File: src/rtl/multdiv_req_sched_pkg.sv
// -----------------------------------------------------------------------------
// multdiv_req_sched_pkg
// Shared types for the multiply/divide request scheduler:
//   md_op_e        - multdiv operator encoding (same values as ibex_pkg::md_op_e)
//   sched_state_e  - scheduler FSM state, also exported on the debug port
//   md_req_t       - latched copy of an accepted request
// -----------------------------------------------------------------------------
package multdiv_req_sched_pkg;

  localparam int unsigned NUM_REQ = 2;
  localparam int unsigned IMD_W   = 34;

  typedef enum logic [1:0] {
    MD_OP_MULL = 2'd0,
    MD_OP_MULH = 2'd1,
    MD_OP_DIV  = 2'd2,
    MD_OP_REM  = 2'd3
  } md_op_e;

  typedef enum logic [1:0] {
    ST_IDLE  = 2'd0,
    ST_BUSY  = 2'd1,
    ST_DRAIN = 2'd2,
    ST_RESP  = 2'd3
  } sched_state_e;

  typedef struct packed {
    md_op_e      op;
    logic [1:0]  signed_mode;
    logic [31:0] a;
    logic [31:0] b;
  } md_req_t;

  function automatic logic op_is_mult(input md_op_e op);
    return (op == MD_OP_MULL) || (op == MD_OP_MULH);
  endfunction

endpackage

File: src/rtl/multdiv_req_sched_if.sv
// -----------------------------------------------------------------------------
// multdiv_req_sched_if
// Requester-side bus of the scheduler: two request channels, two response
// channels sharing one result bus, and a flush strobe.
//   master : requester side (drives requests, flush and rsp_ready)
//   slave  : scheduler side (drives req_ready, rsp_valid and rsp_result)
//
// Handshake: a request on port i transfers on a rising clock edge where
// req_valid[i] && req_ready[i]; the requester keeps its fields stable while
// valid is high and not yet accepted. A response transfers on an edge where
// rsp_valid[i] && rsp_ready[i]; rsp_valid is one-hot and rsp_result is only
// meaningful while some rsp_valid bit is set. In pulse mode (no hold) the
// response is offered for exactly one cycle and rsp_ready is ignored.
// -----------------------------------------------------------------------------
interface multdiv_req_sched_if;
  import multdiv_req_sched_pkg::*;

  logic [NUM_REQ-1:0]        req_valid;
  logic [NUM_REQ-1:0]        req_ready;
  logic [NUM_REQ-1:0][1:0]   req_op;
  logic [NUM_REQ-1:0][1:0]   req_signed_mode;
  logic [NUM_REQ-1:0][31:0]  req_a;
  logic [NUM_REQ-1:0][31:0]  req_b;
  logic                      flush;
  logic [NUM_REQ-1:0]        rsp_valid;
  logic [NUM_REQ-1:0]        rsp_ready;
  logic [31:0]               rsp_result;

  modport master (
    output req_valid, req_op, req_signed_mode, req_a, req_b, flush, rsp_ready,
    input  req_ready, rsp_valid, rsp_result
  );

  modport slave (
    input  req_valid, req_op, req_signed_mode, req_a, req_b, flush, rsp_ready,
    output req_ready, rsp_valid, rsp_result
  );

endinterface

File: src/rtl/multdiv_rr_arb2.sv
// -----------------------------------------------------------------------------
// multdiv_rr_arb2
// Two-port round-robin arbiter. The port named by the pointer wins when it is
// requesting, otherwise the grant falls through to the other port.
//   clk_i, rst_ni  : clock, async active-low reset (pointer resets to 0)
//   req_i          : per-port request
//   upd_i          : load the pointer with upd_ptr_i this cycle
//   upd_ptr_i      : new pointer value
//   gnt_o          : one-hot grant (zero when nobody requests)
//   gnt_idx_o      : index of the granted port
//   ptr_o          : current pointer
// -----------------------------------------------------------------------------
module multdiv_rr_arb2 (
  input  logic       clk_i,
  input  logic       rst_ni,
  input  logic [1:0] req_i,
  input  logic       upd_i,
  input  logic       upd_ptr_i,
  output logic [1:0] gnt_o,
  output logic       gnt_idx_o,
  output logic       ptr_o
);

  logic ptr_q, ptr_d;

  always_comb begin
    ptr_d = ptr_q;
    if (upd_i) ptr_d = upd_ptr_i;
  end

  always_ff @(posedge clk_i or negedge rst_ni) begin
    if (!rst_ni) ptr_q <= 1'b0;
    else         ptr_q <= ptr_d;
  end

  always_comb begin
    gnt_idx_o = req_i[ptr_q] ? ptr_q : ~ptr_q;
    gnt_o     = 2'b00;
    if (|req_i) gnt_o[gnt_idx_o] = 1'b1;
  end

  assign ptr_o = ptr_q;

endmodule

File: src/rtl/multdiv_req_sched.sv
// -----------------------------------------------------------------------------
// multdiv_req_sched
// Shares one ibex_multdiv_fast instance between two requesters. Requests are
// arbitrated round-robin, the winning operation is held stable on the md_*
// controls until the unit reports valid, and the result is returned on the
// winner's response channel. The scheduler also owns the unit's intermediate
// value registers.
//   clk_i, rst_ni       : clock, async active-low reset
//   bus_if (slave)      : request/response channels and flush
//   md_*_en_o/_sel_o    : unit enables/selects (asserted in BUSY and DRAIN)
//   md_operator_o, md_signed_mode_o, md_op_a_o, md_op_b_o : latched operation
//   md_ready_id_o       : drives multdiv_ready_id_i
//   md_valid_i, md_result_i : unit completion and result
//   md_imd_val_d_i/_we_i/_q_o : intermediate value register file
//   dbg_state_o         : current FSM state
// -----------------------------------------------------------------------------
module multdiv_req_sched
  import multdiv_req_sched_pkg::*;
#(
  parameter int unsigned NReq    = NUM_REQ,
  parameter bit          RspHold = 1'b1
) (
  input  logic                      clk_i,
  input  logic                      rst_ni,
  multdiv_req_sched_if.slave        bus_if,
  output logic                      md_mult_en_o,
  output logic                      md_div_en_o,
  output logic                      md_mult_sel_o,
  output logic                      md_div_sel_o,
  output md_op_e                    md_operator_o,
  output logic [1:0]                md_signed_mode_o,
  output logic [31:0]               md_op_a_o,
  output logic [31:0]               md_op_b_o,
  output logic                      md_ready_id_o,
  input  logic                      md_valid_i,
  input  logic [31:0]               md_result_i,
  input  logic [1:0][IMD_W-1:0]     md_imd_val_d_i,
  input  logic [1:0]                md_imd_val_we_i,
  output logic [1:0][IMD_W-1:0]     md_imd_val_q_o,
  output sched_state_e              dbg_state_o
);

  sched_state_e          state_q, state_d;
  logic                  owner_q, owner_d;
  md_req_t               req_q, req_d;
  logic [31:0]           result_q, result_d;
  logic [1:0][IMD_W-1:0] imd_val_q;

  logic [NReq-1:0] gnt;
  logic            gnt_idx;
  logic            ptr_upd;
  logic            rr_ptr;
  logic [NReq-1:0] req_ready;
  logic [NReq-1:0] rsp_valid;
  logic [31:0]     rsp_result;
  logic            mult_en, div_en, ready_id;
  logic            is_mult;

  multdiv_rr_arb2 u_arb (
    .clk_i     (clk_i),
    .rst_ni    (rst_ni),
    .req_i     (bus_if.req_valid),
    .upd_i     (ptr_upd),
    .upd_ptr_i (~owner_q),
    .gnt_o     (gnt),
    .gnt_idx_o (gnt_idx),
    .ptr_o     (rr_ptr)
  );

  assign is_mult = op_is_mult(req_q.op);

  always_comb begin
    state_d    = state_q;
    owner_d    = owner_q;
    req_d      = req_q;
    result_d   = result_q;
    ptr_upd    = 1'b0;
    req_ready  = '0;
    rsp_valid  = '0;
    rsp_result = '0;
    mult_en    = 1'b0;
    div_en     = 1'b0;
    ready_id   = 1'b0;

    unique case (state_q)
      ST_IDLE: begin
        req_ready = gnt;
        if (|gnt) begin
          owner_d           = gnt_idx;
          req_d.op          = md_op_e'(bus_if.req_op[gnt_idx]);
          req_d.signed_mode = bus_if.req_signed_mode[gnt_idx];
          req_d.a           = bus_if.req_a[gnt_idx];
          req_d.b           = bus_if.req_b[gnt_idx];
          state_d           = ST_BUSY;
        end
      end
      ST_BUSY: begin
        mult_en  = is_mult;
        div_en   = ~is_mult;
        ready_id = 1'b1;
        if (md_valid_i) begin
          if (bus_if.flush) begin
            // Completed in the same cycle it was flushed: drop the result.
            state_d = ST_IDLE;
            ptr_upd = 1'b1;
          end else begin
            result_d = md_result_i;
            state_d  = ST_RESP;
          end
        end else if (bus_if.flush) begin
          state_d = ST_DRAIN;
        end
      end
      ST_DRAIN: begin
        // Keep driving the unit: its internal FSM only returns to idle once
        // it has produced valid, so abandoning it early would wedge it.
        mult_en  = is_mult;
        div_en   = ~is_mult;
        ready_id = 1'b1;
        if (md_valid_i) begin
          state_d = ST_IDLE;
          ptr_upd = 1'b1;
        end
      end
      ST_RESP: begin
        rsp_valid[owner_q] = 1'b1;
        rsp_result         = result_q;
        if (bus_if.rsp_ready[owner_q] || !RspHold) begin
          state_d = ST_IDLE;
          ptr_upd = 1'b1;
        end
      end
      default: state_d = ST_IDLE;
    endcase
  end

  always_ff @(posedge clk_i or negedge rst_ni) begin
    if (!rst_ni) begin
      state_q  <= ST_IDLE;
      owner_q  <= 1'b0;
      req_q    <= '0;
      result_q <= '0;
    end else begin
      state_q  <= state_d;
      owner_q  <= owner_d;
      req_q    <= req_d;
      result_q <= result_d;
    end
  end

  // Intermediate values are written whenever the unit asks, independent of
  // the scheduler state; the unit initialises them itself per operation.
  always_ff @(posedge clk_i or negedge rst_ni) begin
    if (!rst_ni) begin
      imd_val_q <= '0;
    end else begin
      for (int i = 0; i < 2; i++) begin
        if (md_imd_val_we_i[i]) imd_val_q[i] <= md_imd_val_d_i[i];
      end
    end
  end

  assign bus_if.req_ready  = req_ready;
  assign bus_if.rsp_valid  = rsp_valid;
  assign bus_if.rsp_result = rsp_result;

  assign md_mult_en_o     = mult_en;
  assign md_mult_sel_o    = mult_en;
  assign md_div_en_o      = div_en;
  assign md_div_sel_o     = div_en;
  assign md_ready_id_o    = ready_id;
  assign md_operator_o    = req_q.op;
  assign md_signed_mode_o = req_q.signed_mode;
  assign md_op_a_o        = req_q.a;
  assign md_op_b_o        = req_q.b;
  assign md_imd_val_q_o   = imd_val_q;
  assign dbg_state_o      = state_q;

  logic unused_ptr;
  assign unused_ptr = rr_ptr;

endmodule

File: src/flat_wrapper.sv
// flat-port wrapper written by rule: the top's interface ports become plain ports
module multdiv_req_sched_flat import multdiv_req_sched_pkg::*;
#(
  parameter int unsigned NReq    = NUM_REQ,
  parameter bit          RspHold = 1'b1
)
  (clk_i, rst_ni, md_mult_en_o, md_div_en_o, md_mult_sel_o, md_div_sel_o, md_operator_o, md_signed_mode_o, md_op_a_o, md_op_b_o, md_ready_id_o, md_valid_i, md_result_i, md_imd_val_d_i, md_imd_val_we_i, md_imd_val_q_o, dbg_state_o, bus_if_req_valid, bus_if_req_op, bus_if_req_signed_mode, bus_if_req_a, bus_if_req_b, bus_if_flush, bus_if_rsp_ready, bus_if_req_ready, bus_if_rsp_valid, bus_if_rsp_result);
  multdiv_req_sched_if bus_if_i ();
  input  logic clk_i;
  input  logic rst_ni;
  output logic md_mult_en_o;
  output logic md_div_en_o;
  output logic md_mult_sel_o;
  output logic md_div_sel_o;
  output md_op_e md_operator_o;
  output logic [1:0] md_signed_mode_o;
  output logic [31:0] md_op_a_o;
  output logic [31:0] md_op_b_o;
  output logic md_ready_id_o;
  input  logic md_valid_i;
  input  logic [31:0] md_result_i;
  input  logic [1:0][IMD_W-1:0] md_imd_val_d_i;
  input  logic [1:0] md_imd_val_we_i;
  output logic [1:0][IMD_W-1:0] md_imd_val_q_o;
  output sched_state_e dbg_state_o;
  input wire logic [$bits(bus_if_i.req_valid)-1:0] bus_if_req_valid;
  input wire logic [$bits(bus_if_i.req_op)-1:0] bus_if_req_op;
  input wire logic [$bits(bus_if_i.req_signed_mode)-1:0] bus_if_req_signed_mode;
  input wire logic [$bits(bus_if_i.req_a)-1:0] bus_if_req_a;
  input wire logic [$bits(bus_if_i.req_b)-1:0] bus_if_req_b;
  input wire logic [$bits(bus_if_i.flush)-1:0] bus_if_flush;
  input wire logic [$bits(bus_if_i.rsp_ready)-1:0] bus_if_rsp_ready;
  output wire logic [$bits(bus_if_i.req_ready)-1:0] bus_if_req_ready;
  output wire logic [$bits(bus_if_i.rsp_valid)-1:0] bus_if_rsp_valid;
  output wire logic [$bits(bus_if_i.rsp_result)-1:0] bus_if_rsp_result;
  assign bus_if_i.req_valid = bus_if_req_valid;
  assign bus_if_i.req_op = bus_if_req_op;
  assign bus_if_i.req_signed_mode = bus_if_req_signed_mode;
  assign bus_if_i.req_a = bus_if_req_a;
  assign bus_if_i.req_b = bus_if_req_b;
  assign bus_if_i.flush = bus_if_flush;
  assign bus_if_i.rsp_ready = bus_if_rsp_ready;
  assign bus_if_req_ready = bus_if_i.req_ready;
  assign bus_if_rsp_valid = bus_if_i.rsp_valid;
  assign bus_if_rsp_result = bus_if_i.rsp_result;
  multdiv_req_sched #(.NReq(NReq), .RspHold(RspHold)) u_core (.clk_i(clk_i), .rst_ni(rst_ni), .bus_if(bus_if_i), .md_mult_en_o(md_mult_en_o), .md_div_en_o(md_div_en_o), .md_mult_sel_o(md_mult_sel_o), .md_div_sel_o(md_div_sel_o), .md_operator_o(md_operator_o), .md_signed_mode_o(md_signed_mode_o), .md_op_a_o(md_op_a_o), .md_op_b_o(md_op_b_o), .md_ready_id_o(md_ready_id_o), .md_valid_i(md_valid_i), .md_result_i(md_result_i), .md_imd_val_d_i(md_imd_val_d_i), .md_imd_val_we_i(md_imd_val_we_i), .md_imd_val_q_o(md_imd_val_q_o), .dbg_state_o(dbg_state_o));
endmodule
File: config.mk
export PLATFORM = sky130hd
export DESIGN_NAME = multdiv_req_sched_flat
export DESIGN_NICKNAME = d
export VERILOG_FILES = /design/src/rtl/multdiv_req_sched_pkg.sv /design/src/rtl/multdiv_req_sched_if.sv /design/src/rtl/multdiv_rr_arb2.sv /design/src/rtl/multdiv_req_sched.sv /design/src/flat_wrapper.sv
export SDC_FILE = /design/constraint.sdc
export NUM_CORES = 1
export LEC_CHECK = 0
export CAP_MARGIN = 25
export CORE_AREA = 2 2 205 106
export CTS_CLUSTER_SIZE = 40
export DETAILED_ROUTE_END_ITERATION = 10
export DIE_AREA = 0 0 207 108
export PLACE_DENSITY = 0.86
export SLEW_MARGIN = 40
export SYNTH_ARGS = -nofsm -noshare
export SYNTH_HDL_FRONTEND = slang
export SYNTH_SLANG_ARGS = --single-unit
File: constraint.sdc
create_clock -name clk_i -period 2.2 [get_ports clk_i]
set_input_delay 0.22 -clock clk_i [delete_from_list [all_inputs] [get_ports clk_i]]
set_output_delay 0.22 -clock clk_i [all_outputs]
set_load 0.02 [all_outputs]
# Word-level counts from Yosys, hierarchy flattened
# Index checks and enable logic that the tools add are counted.
[totals]
word_cells = 74
ff_bits = 172
in_bits = 246
out_inout_bits = 179
[op_classes]
order_cmp = 5
mux = 36
bitwise = 4
n_reduce_logical = 11
eq_ne = 8
[ops]
columns = ["op", "count"]
rows = [
  ["$mux W32", 5],
  ["$mux W2", 13],
  ["$mux W1", 14],
  ["$pmux W2 S4", 1],
  ["$lt A1 B2 Y1 const B", 3],
  ["$reduce_or A2 Y1", 3],
  ["$eq A2 B1 Y1 const B", 2],
  ["$eq A2 B2 Y1 const B", 2],
  ["$logic_not A2 Y1", 2],
  ["$ne A2 B1 Y1 const B", 2],
  ["$not A1 Y1", 4],
  ["$reduce_and A4 Y1", 1],
  ["$ne A3 B3 Y1 const B", 1],
  ["$pmux W1 S3", 1],
  ["$reduce_and A3 Y1", 1],
  ["$demux W1 S1", 2],
  ["$ge A1 B1 Y1 const B", 2],
  ["$logic_and A1 B1 Y1", 2],
  ["$ne A2 B2 Y1 const B", 1],
  ["$reduce_and A2 Y1", 1],
  ["$logic_or A1 B1 Y1", 1],
]

# Depth between registers and ports, before layout
[logic_depth]
depth_word = 11
depth_mapped = 8
mapped_depth_nobuf = 6

# Hierarchy
# Synthesis repeated with hierarchy kept, for this count alone.
[hier_totals]
hier_cells = 587
hier_area_um2 = 7582.3
[modules_own_cells]
columns = ["mod", "cells_each", "area_each_um2", "instances"]
rows = [
  ["multdiv_req_sched", 579, 7514.7, 1],
  ["multdiv_rr_arb2", 8, 67.6, 1],
]

# Worst setup path after synthesis
# OpenSTA, ideal clock, no wires.
[synth_timing]
path_kind = "reg-to-output"
startpoint = "reg u_core.state_q[0], in the netlist u_core.dbg_state_o[0]"
endpoint = "out md_mult_sel_o"
slack_ns = 0.342
arrival_ns = 1.638
path_stages_with_launch = 5
n_path_buf = 1
path_cell_list = "dfrtp_1 > inv_1 > ha_1 > nor2b_1 > buf_4"
[synth_via]
elab_chain_len = 3
[synth_rtl]
columns = ["item", "line", "source"]
rows = [
  ["start: declaration", "multdiv_req_sched.sv:43", "sched_state_e state_q, state_d;"],
  ["start signal: assignment", "multdiv_req_sched.sv:144", "state_q <= state_d;"],
  ["$eq A2 B1 Y1 or $eq A2 B2 Y1 (tied branches)", "multdiv_req_sched.sv:85", "unique case (state_q)"],
  ["$reduce_or A2 Y1 (no line) *", "n/a", ""],
  ["$mux W1 *", "multdiv_req_sched.sv:85", ""],
  ["end: declaration", "flat_wrapper.sv:13", "output logic md_mult_sel_o;"],
]
# Every way passes the cells marked *; elsewhere a longest branch is shown, timed or not.

# Final worst setup path
[layout_timing]
startpoint = "reg u_core.state_q[0], in the netlist u_core.dbg_state_o[0]"
endpoint = "out bus_if_req_ready[0]"
[layout_via]
elab_chain_len = 2
[layout_rtl]
columns = ["item", "line", "source"]
rows = [
  ["$logic_not A2 Y1", "multdiv_req_sched.sv:85", ""],
  ["$mux W2", "multdiv_req_sched.sv:85", ""],
  ["end: declaration", "flat_wrapper.sv:33", "output wire logic [$bits(bus_if_i.req_ready)-1:0] bus_if_req_ready;"],
]
# Every way passes these cells.

==> results.py <==
metrics = {
    "route": {
        "num_vias": 6112,
        "drt-pass1-iter-count": 11,
        "drt_wl_total_um": 25280,
        "wl_per_cell_um": 20.67,
        "ant_nets": 0,
        "drt_iter0_markers": 845,
        "drc": 1,
        "viasPerCell": 4.998,
    },
    "sta": {
        "timing.final.crit_share": 0.9444,
        "setup_viol": 0,
        "min_period_ns": 2.078,
        "fin_ws_ns": 0.1224,
        "slew_violations": 0,
        "relSlewSlack": 0.6229,
        "max_freq_mhz": 481.3,
        "tightest_slew_ns": 0.5656,
        "rsz0062_at_grt": "yes",
        "hold_viol_final": 0,
        "skew_ns": 0.01126,
    },
    "clocking": {
        "cts_buffers": 17,
        "cts_root_buf": "clkbuf_16",
        "htreeDepth": 4,
        "clock-sinks": 172,
        "clk_pin_slew_ns": 0.07,
        "postCtsSetupRepairBufs": 0,
        "cts_buffer_depth": 2,
        "cts_tree": "done",
        "worstSkewPairLatency_ns": 0.43,
    },
    "floorplan": {
        "coreArea_um2": 20370,
        "die_area_um2": 22360,
        "die_h_um": 108,
        "start_util": 0.3491,
        "die_x_um": 207,
        "rows": 37,
        "io_pins": 425,
    },
    "layout": {
        "layout-drive-gt1-share": 0.1221,
        "postLayoutCoreUtil": 0.5991,
        "nFillCells": 1653,
        "insertedDiodeCount": 0,
        "area_growth_pct": 71.62,
        "final_cell_mix": "clkdlybuf4s50_1 (382), dfrtp_1 (172), inv_1 (73)",
        "final_nets": 1189,
        "layout_commonest_cell": "clkdlybuf4s50_1",
    },
    "synth": {
        "synth_cells": 517,
        "syn_area_um2": 7111,
        "ys_seq_area_frac": 0.6053,
        "avgSynthCellArea_um2": 13.75,
        "synthArstFlopShare": 1.000,
        "synth.distinct_cells": 27,
        "synth_warnings": 0,
        "synth-seq-cells": 172,
        "synth_edf_count": 0,
        "synth_nets": 768,
        "ys.flop_type": "dfrtp_1",
    },
    "placed_design": {
        "dpl.hpwl_um": 19210,
        "place_ws_ns": 0.1488,
        "portBuffers": 424,
        "gp_congestion": 0.8881,
    },
    "grt": {
        "grt_max_degree": 69,
        "grt_overflow": 0,
        "grt_util_all_layers": 0.2197,
        "grt_pass1_wl_um": 37220,
        "grt_pass1_vias": 6533,
        "antenna_found_initial": 0,
    },
    "setup_path": {
        "reg2regPathDepth": 7,
        "r2r_start": "u_core.dbg_state_o[0]",
        "crit_required_ns": 1.98,
        "criticalPathCategory": "flop to primary output",
        "crit_path_end_kind": "primary output",
        "critPathMaxFanout": 4,
        "startpoint_type": "flop",
        "reg2reg_slack_ns": 0.24,
        "r2r-end": "u_core.md_op_b_o[4]",
        "arrival_ns": 1.86,
    },
    "worst_hold_path": {
        "hp-class": "input pin to asynchronous set/reset pin",
    },
    "pwr": {
        "vdd_ir_drop_max_mv": 0.6857,
        "power_density_nw_per_um2": 1139,
        "p_leak_nw": 5.670,
    },
    "status": {
        "status": "finished with violations",
        "violations": "design-rule violations",
    },
    "run": {
        "maxCapViolations": 0,
    },
}
critical path, stage by stage (launching register included):
cell	delay [ns]
dfrtp_1	0.42
inv_1	0.15
ha_2	0.25
nand2_1	0.10
a21oi_4	0.16
dlygate4sd2_1	0.36
per-stage QoR:
| step | TNS [ns] | power [mW] | area [µm²] | hold WS [ns] | cells |
|---|---|---|---|---|---|
| CTS | 0 | 14.01 | 12160 | 0.3368 | 1223 |
| finish | 0 | 13.90 | 12200 | 0.3311 | 1223 |
| floorplan | 0 | 8.032 | 7111 | -0.07559 | 517 |
| global route | -0.002701 | 14.62 | 12200 | 0.3762 | 1223 |
| global placement | 0 | 10.79 | 11600 | 0.2262 | 1191 |
| detailed placement | 0 | 11.04 | 11600 | 0.2342 | 1191 |
worst max path at each step:
stage	end	slack (ns)	startpoint	cells after the start
global route	md_mult_en_o	-0.002	u_core.dbg_state_o[0]	4
floorplan	md_mult_sel_o	0.34	u_core.dbg_state_o[0]	4
CTS	bus_if_rsp_result[8]	0.004	u_core.dbg_state_o[1]	4
detailed placement	bus_if_req_ready[1]	0.15	bus_if_req_valid[1]	4
finish	bus_if_req_ready[0]	0.12	u_core.dbg_state_o[0]	5
global placement	bus_if_req_ready[1]	0.16	bus_if_req_valid[1]	4
cell usage after synthesis, types with 2 or more instances:
cell / count / area, µm²
inv_1: 73 / 274.0
a21oi_1: 3 / 15.01
a222oi_1: 68 / 680.7
nor2b_1: 2 / 12.51
mux2_2: 68 / 765.7
mux2i_1: 3 / 30.03
mux2_1: 32 / 360.4
buf_2: 16 / 80.08
ha_1: 5 / 62.56
nand2_1: 6 / 22.52
clkbuf_1: 6 / 22.52
buf_4: 3 / 22.52
nand3_1: 2 / 10.01
nor2_1: 2 / 7.510
buf_6: 12 / 135.1
and2_1: 34 / 212.7
dfrtp_1: 172 / 4304
layer usage:
metal / GRT usage / part of all wire / vias to the layer above
li1: - / - / 2717
met1: 0.2573 / 0.38 / 3094
met2: 0.3881 / 0.52 / 256
met3: 0.05547 / 0.069 / 45
met4: 0.09643 / 0.028 / 0
met5: 0 / 0 / -
cells by family (layout without fill, tap and decap cells):
| family | Yosys count | count (layout) | synth area share |
|---|---|---|---|
| buf+inv | 111 | 544 | 0.07725 |
| flops | 172 | 172 | 0.6053 |
| compound gates | 78 | 78 | 0.1068 |
| mux | 103 | 103 | 0.1626 |
| simple gates | 48 | 48 | 0.03924 |
| fa+ha+maj | 5 | 5 | 0.008798 |
cell type report:
class	instances	area, µm²	share of cell area
multi-input cells	234	2275	0.1864
inverters	73	274.0	0.02245
clock buffers	26	499.2	0.04091
flip-flops and latches	172	4304	0.3527
clock inverters	5	82.58	0.006767
well taps	273	341.6	0.02799
repair buffers	440	4427	0.3628
timing repair:
item | CTS | global route
setup endpoints to repair | 24 | 21
hold endpoints to repair | 53 | 0
pin swaps | 0 | 0
hold buffers | 1 | 0
gates cloned | 0 | 0
resized for setup | 25 | 19
state kept, by name (all words and copies together) (netlist names):
signal                   flops
u_core.u_arb.ptr_o           1
u_core.md_op_a_o            32
u_core.md_imd_val_q_o       68
u_core.owner_q               1
u_core.md_operator_o         2
u_core.md_op_b_o            32
u_core.md_signed_mode_o      2
u_core.result_q             32
u_core.dbg_state_o           2
power breakdown:
part,total [mW],switching [mW],internal [mW]
Sequential,4.85,0.622,4.23
Combinational,6.04,3.08,2.96
Clock,3.01,1.22,1.79
Total,13.9,4.92,8.98
Power figures use the tool's default switching activity.
